<file path="config.mk">
export PLATFORM = sky130hd
export DESIGN_NAME = regfile_2r1w
export DESIGN_NICKNAME = d
export VERILOG_FILES = /design/src/rtl/regfile_2r1w.sv
export SDC_FILE = /design/constraint.sdc
export NUM_CORES = 1
export LEC_CHECK = 0
export CAP_MARGIN = 20
export CELL_PAD_IN_SITES_DETAIL_PLACEMENT = 2
export CELL_PAD_IN_SITES_GLOBAL_PLACEMENT = 2
export CORE_ASPECT_RATIO = 0.75
export CORE_MARGIN = 1.5
export CORE_UTILIZATION = 41
export CTS_CLUSTER_DIAMETER = 50
export DETAILED_ROUTE_END_ITERATION = 10
export PLACE_DENSITY_LB_ADDON = 0.1
export SLEW_MARGIN = 25
export SYNTH_ARGS = -nofsm -noshare
export SYNTH_HDL_FRONTEND = slang
export SYNTH_SLANG_ARGS = --single-unit
export TNS_END_PERCENT = 5
</file>
<file path="constraint.sdc">
create_clock -name clk -period 2.7 [get_ports clk]
set_input_delay 0.675 -clock clk [delete_from_list [all_inputs] [get_ports clk]]
set_output_delay 0.675 -clock clk [all_outputs]
set_load 0.01 [all_outputs]
</file>
<file path="src/rtl/regfile_2r1w.sv">
// Parametrised register file: DEPTH x WIDTH flops, one synchronous write port,
// two combinational read ports, optional hardwired-zero reg 0 and write bypass.
module regfile_2r1w #(
  parameter int WIDTH    = 8,
  parameter int DEPTH    = 8,
  parameter int ZERO_REG = 1,
  parameter int BYPASS   = 1,
  localparam int AW      = $clog2(DEPTH)
) (
  input  logic             clk,
  input  logic             reset,
  input  logic             we,
  input  logic [AW-1:0]    waddr,
  input  logic [WIDTH-1:0] wdata,
  input  logic [AW-1:0]    raddr_a,
  output logic [WIDTH-1:0] rdata_a,
  input  logic [AW-1:0]    raddr_b,
  output logic [WIDTH-1:0] rdata_b
);

  logic [WIDTH-1:0] regs [DEPTH];
  logic             wr_ok;

  function automatic logic in_range(input logic [AW-1:0] a);
    return 32'(a) < DEPTH;
  endfunction

  function automatic logic is_zero_reg(input logic [AW-1:0] a);
    return (ZERO_REG != 0) && (a == '0);
  endfunction

  // A write only lands when it targets real, writable storage and reset is low;
  // the same qualifier gates the bypass so a dropped write is never forwarded.
  assign wr_ok = we && !reset && in_range(waddr) && !is_zero_reg(waddr);

  always_ff @(posedge clk or posedge reset) begin
    if (reset) begin
      for (int i = 0; i < DEPTH; i++) begin
        regs[i] <= '0;
      end
    end else if (wr_ok) begin
      regs[waddr] <= wdata;
    end
  end

  always_comb begin
    rdata_a = '0;
    if (in_range(raddr_a) && !is_zero_reg(raddr_a)) begin
      if ((BYPASS != 0) && wr_ok && (raddr_a == waddr)) rdata_a = wdata;
      else rdata_a = regs[raddr_a];
    end
  end

  always_comb begin
    rdata_b = '0;
    if (in_range(raddr_b) && !is_zero_reg(raddr_b)) begin
      if ((BYPASS != 0) && wr_ok && (raddr_b == waddr)) rdata_b = wdata;
      else rdata_b = regs[raddr_b];
    end
  end

endmodule

</file>
### Yosys cells after proc, flatten, opt, wreduce, memory -nomap -nowiden

Index checks and enable logic that the tools add are counted.

| cells by class | value |
|---|---|
| order comparisons | 4 |
| equal/unequal tests | 2 |
| muxes and demuxes | 13 |
| bitwise operators | 3 |
| reduce and logical (&&, ||, !) cells | 10 |

Operator list:

| cell | count |
|---|---|
| $mux W8 | 9 |
| $bwmux W64 | 1 |
| $bmux W8 S3 | 2 |
| $demux W8 S3 | 1 |
| $ge A4 B4 Y1 const B | 3 |
| $not A3 Y4 | 3 |
| $logic_not A3 Y1 | 3 |
| $eq A3 B3 Y1 | 2 |
| $logic_and A1 B1 Y1 | 5 |
| $lt A4 B1 Y1 const B | 1 |
| $logic_not A1 Y1 | 2 |

| word-level totals | value |
|---|---|
| flip-flop bits (word level) | 64 |
| bits of input ports | 20 |
| output and inout port bits | 16 |
| word-level logic and storage cells | 40 |

### Logic depth before layout (Yosys ltp)

| depth | value |
|---|---|
| word-level depth | 6 |
| mapped depth | 6 |
| gate-level depth less buffers | 4 |

### Worst setup path after synthesis

OpenSTA, ideal clock, no wires.

| timing | value |
|---|---|
| path type | input port to output port |
| from | input port raddr_a[0] |
| to | output port rdata_a[7] |
| data arrival time | 1.850 ns |
| required time | 2.025 ns |
| path slack | 0.175 ns |
| stages | 6 |
| buffers on the path | 2 |
| cell sequence | buf_4 buf_6 mux4_2 mux2i_1 o21ai_0 o211a_1 |

| on the way | value |
|---|---|
| longest elaborated chain between the ends | 6 |
| elaborated cells between the ends (all ways) | 9 |
| classes of those cells | eq/ne: 1; mux: 5; bitwise: 1; reduce/logical: 2 |

RTL lines:

| what | line | text |
|---|---|---|
| start: declaration | 15 | `input logic [AW-1:0] raddr_a,` |
| $not A3 Y4 (not written as such) | 50 | `else rdata_a = regs[raddr_a];` |
| $bmux W8 S3 | 50 |  |
| $mux W8 (not written as such) (2 in a row) | 50 |  |
| $mux W8 | 49 | `if ((BYPASS != 0) && wr_ok && (raddr_a == waddr)) rdata_a = wdata;` |
| $mux W8 (*) | 48 | `if (in_range(raddr_a) && !is_zero_reg(raddr_a)) begin` |
| end: declaration | 16 | `output logic [WIDTH-1:0] rdata_a,` |

Mark *: on every way between the ends. The rest lies on a longest branch, timed or not. The select of a mux whose other input is x is not followed.

### Worst setup path in the final report

| timing | value |
|---|---|
| from | input port waddr[1] |
| to | output port rdata_a[6] |

| on the way | value |
|---|---|
| longest elaborated chain between the ends | 6 |
| elaborated cells between the ends (all ways) | 7 |
| classes of those cells | eq/ne: 1; mux: 2; reduce/logical: 4 |

RTL lines:

| what | line | text |
|---|---|---|
| start: declaration | 13 | `input logic [AW-1:0] waddr,` |
| $logic_not A3 Y1 | 29 | `return (ZERO_REG != 0) && (a == '0);` |
| $logic_not A1 Y1 | 34 | `assign wr_ok = we && !reset && in_range(waddr) && !is_zero_reg(waddr);` |
| $logic_and A1 B1 Y1 | 34 |  |
| $logic_and A1 B1 Y1 (*) | 49 |  |
| $mux W8 (*) | 49 |  |
| $mux W8 (*) | 48 |  |

Mark *: on every way between the ends. The rest lies on a longest branch, timed or not.

==> summary.md <==
| Metric | Value |
|---|---|
| Ports | `36` |
| Worst slew pin tran | `approximately 0.44 ns` |
| Adder-cell share of the synthesized area | `0%` |
| Hold Path Class | `flop to flop` |
| Flop pwr share | `between 30% and 40%` |
| CTS tree | `built` |
| I/O Buffers | `35` |
| Final WS setup | `-0.0238 ns` |
| Starting density of the core | `43.2%` |
| R2R depth | `1` |
| Initial antenna violation count | `0` |
| Crit Path Class | `input port to output pin` |
| Leakage | `2.26 nW` |
| Routed wire length | `roughly 13000 um` |
| Power share of the clock group | `around a third` |
| Internal power | `around 2.4 mW` |
| Final Max Slew Viols | `0` |
| Mapped Area | `3730 um2` |
| R2R Path End | `regs[49]` |
| Buffers and inverters on the worst path | `3` |
| Initial DRC count | `181` |
| Post-CTS Hold Buffers | `0` |
| Clock Skew | `0 ns` |
| Clock latency on the worst-skew pair | `0.33 ns` |
| RSZ-0062 raised after global routing | `yes` |
| Row count | `29` |
| First-pass GRT wire length | `20200 um` |
| Combinational fraction of design power | `26.9%` |
| Most common cell after layout, fill and taps aside | `dfrtp_1` |
| # diodes | `0` |
| Grt ovf | `0` |
| Final #Nets | `between 300 and 400` |
| Die Footprint | `9680 um2` |
| Hold path startpoint | `regs[57]` |
| Avg Synthesized Cell Area | `between 10 and 15 um2` |
| Period utilization | `101%` |
| Clk sinks | `64` |
| Post-Synth Simple-Gate Area | `3.52%` |
| Post-synth cell types | `27` |
| Core area | `8640 um2` |
| Via count | `2725` |
| Status | `finished, violations left` |
| Crit-path slowest cell | `or2_4` |
| R2r startpoint | `regs[49]` |
| Main combinational cell family by area after synthesis | `multiplexers` |
| Failing checks | `negative setup slack` |
| Root buffer cell | `clkbuf_16` |
| Hold Fails Final Rpt | `0` |
| Layout cells sized above 1 | `52.7%` |
| Slew HR | `70.5%` |
| Post-layout util | `a little under three fifths` |
| DR pass1 iterations | `5` |
| Cells after synthesis | `252` |
| Area grow syn2layout | `33.4%` |
| Worst-path clk slew | `around 0.060 ns` |
| Yosys reg bits | `64` |
| Net Sw Frac | `between 20 and 30%` |
| Number of flip-flops in the largest register | `64` |
| Largest regs | `regs (64)` |
| Top reg by flops | `regs` |
| Pwr/cell area | `697 nW/um2` |
| Total GRT Usage | `between 20% and 30%` |
| CP arrival | `2.05 ns` |
| Most frequent cells in the layout | `dfrtp_1 (64), buf_4 (45), mux2_1 (32), mux4_2 (32), buf_2 (18)` |
| P_sw | `1.03 mW` |
| Hold EP | `regs[57]` |
| Hold path depth | `0` |
| Max frequency | `approximately 370 MHz` |
| Critical-path cell list | `clkdlybuf4s15_2, xnor2_1, nand3_1, or2_4, buf_8, o211a_1, buf_2` |
| Post-synthesis sequential area ratio | `about 43%` |
| Critical Path RT | `2.03 ns` |
| Max Fanout on Critical Path | `6` |
| Wire per inst | `roughly 30 um` |
| Syn_nets | `between 200 and 300` |
| Post-layout min period | `2.72 ns` |
| R2R setup slack | `1.86 ns` |
| Cts bufs inserted | `9` |
| DRC Markers | `0` |
| Start point of the critical path | `waddr[1]` |
| Post-DR vias/cell | `6.14` |
| CP Launch Type | `input port` |
| Clock Path Buffers | `2` |
| Detail Placement HPWL | `7710 um` |
| Yosys warns | `0` |
| Max IR drop VDD | `roughly 360 uV` |
| Final Setup Violations | `5` |
| Antenna Nets Post-Route | `0` |
| Synth Area in Compound Gates | `6.78%` |
| Fin Hold WS | `approximately 0.4 ns` |
| Routability cong. | `0.807` |
| Crit end category | `output pin` |
| Mux cell area share after synthesis | `41.3%` |
| XOR/XNOR Fraction of Synth Area | `1.41%` |
| Largest net degree at the start of global routing | `33` |
| Number of global-route vias before repair | `roughly 3000` |
| Top cell family by delay on the critical path | `buffers and inverters` |
| H-tree levels | `3` |
| Die width | `113 um` |
| Max_cap viols | `0` |
| Die Y | `85.6 um` |
| Delay of the slowest critical-path stage | `0.29 ns` |
-- worst max path at each step --
stage	to	cells after the start	slack, ns
global placement	rdata_b[2]	7	-0.78
floorplan	rdata_a[7]	6	0.17
CTS	rdata_b[5]	7	-0.007
global route	rdata_a[5]	7	-0.06
finish	rdata_a[6]	7	-0.02
detailed placement	rdata_a[4]	5	-0.81
-- repair_timing --
item	in CTS	in global routing
pin swaps	7	3
cloned	2	1
setup endpoints to repair	16	16
buffers inserted	8	1
resized for setup	127	13
-- cells in the mapped netlist (all sizes together) --
| cell | instances | area share (%) |
|---|---|---|
| dfrtp | 64 | 43 |
| mux2 | 56 | 18 |
| mux4 | 32 | 19 |
| buf | 18 | 3.0 |
| mux2i | 16 | 4.3 |
| o211a | 16 | 4.3 |
| o21ai | 16 | 2.1 |
| clkbuf | 9 | 0.91 |
| xnor2 | 6 | 1.4 |
| nor2b | 3 | 0.57 |
| or3 | 3 | 0.50 |
| nand2 | 2 | 0.27 |
| nand3 | 2 | 0.27 |
| nand3b | 2 | 0.40 |
| nor3b | 2 | 1.0 |
| or2 | 2 | 0.34 |
| inv | 1 | 0.10 |
| nor2 | 1 | 0.17 |
| o31ai | 1 | 0.34 |
-- metrics by stage --
step / cells / instance area [um2] / total power, mW / TNS [ns] / setup slack (ns)
after floorplan: 252 / 3730 / 1.85 / 0 / 0.175
after global placement: 416 / 4490 / 2.18 / -11.88 / -0.782
after detailed placement: 416 / 4490 / 2.22 / -12.44 / -0.807
after CTS: 442 / 4910 / 3.43 / -0.00722 / -0.00722
after global routing: 444 / 4970 / 3.61 / -0.620 / -0.0641
final: 444 / 4970 / 3.47 / -0.0713 / -0.0238
-- final cells by class --
type / count / area (um2)
clock buffers: 10 / 239
clock inverters: 6 / 67.6
fillers: 773 / 3660
inverters: 1 / 3.75
multi-input cells: 160 / 2060
flip-flops and latches: 64 / 1600
well taps: 108 / 135
repair buffers: 95 / 868
-- metal layers --
metal | GRT usage [%] | vias up | wire, um
met3 | 5.51 | 11 | 603
met4 | 6.14 | 0 | 131
met1 | 40.2 | 1498 | 5840
li1 | - | 1141 | -
met2 | 49.7 | 75 | 6660
met5 | 0 | - | 0
-- kinds of logic (layout without fill, tap and decap cells) --
| group | Yosys count | in the layout |
|---|---|---|
| buffers and inverters | 28 | 112 |
| AND/OR/NAND/NOR | 17 | 17 |
| XOR/XNOR | 6 | 6 |
| flip-flops | 64 | 64 |
| multiplexers | 104 | 104 |
| AO/OA/AOI/OAI | 33 | 33 |
-- power by group through the flow --
stage               sequential, mW  clock (mW)  combinational, mW
floorplan                     1.26           0              0.588
global placement              1.32           0              0.865
detailed placement            1.33           0              0.893
CTS                           1.33        1.21              0.892
global route                  1.37        1.25              0.992
finish                        1.35        1.19              0.931
No activity file was read; power rests on OpenSTA's default activity.
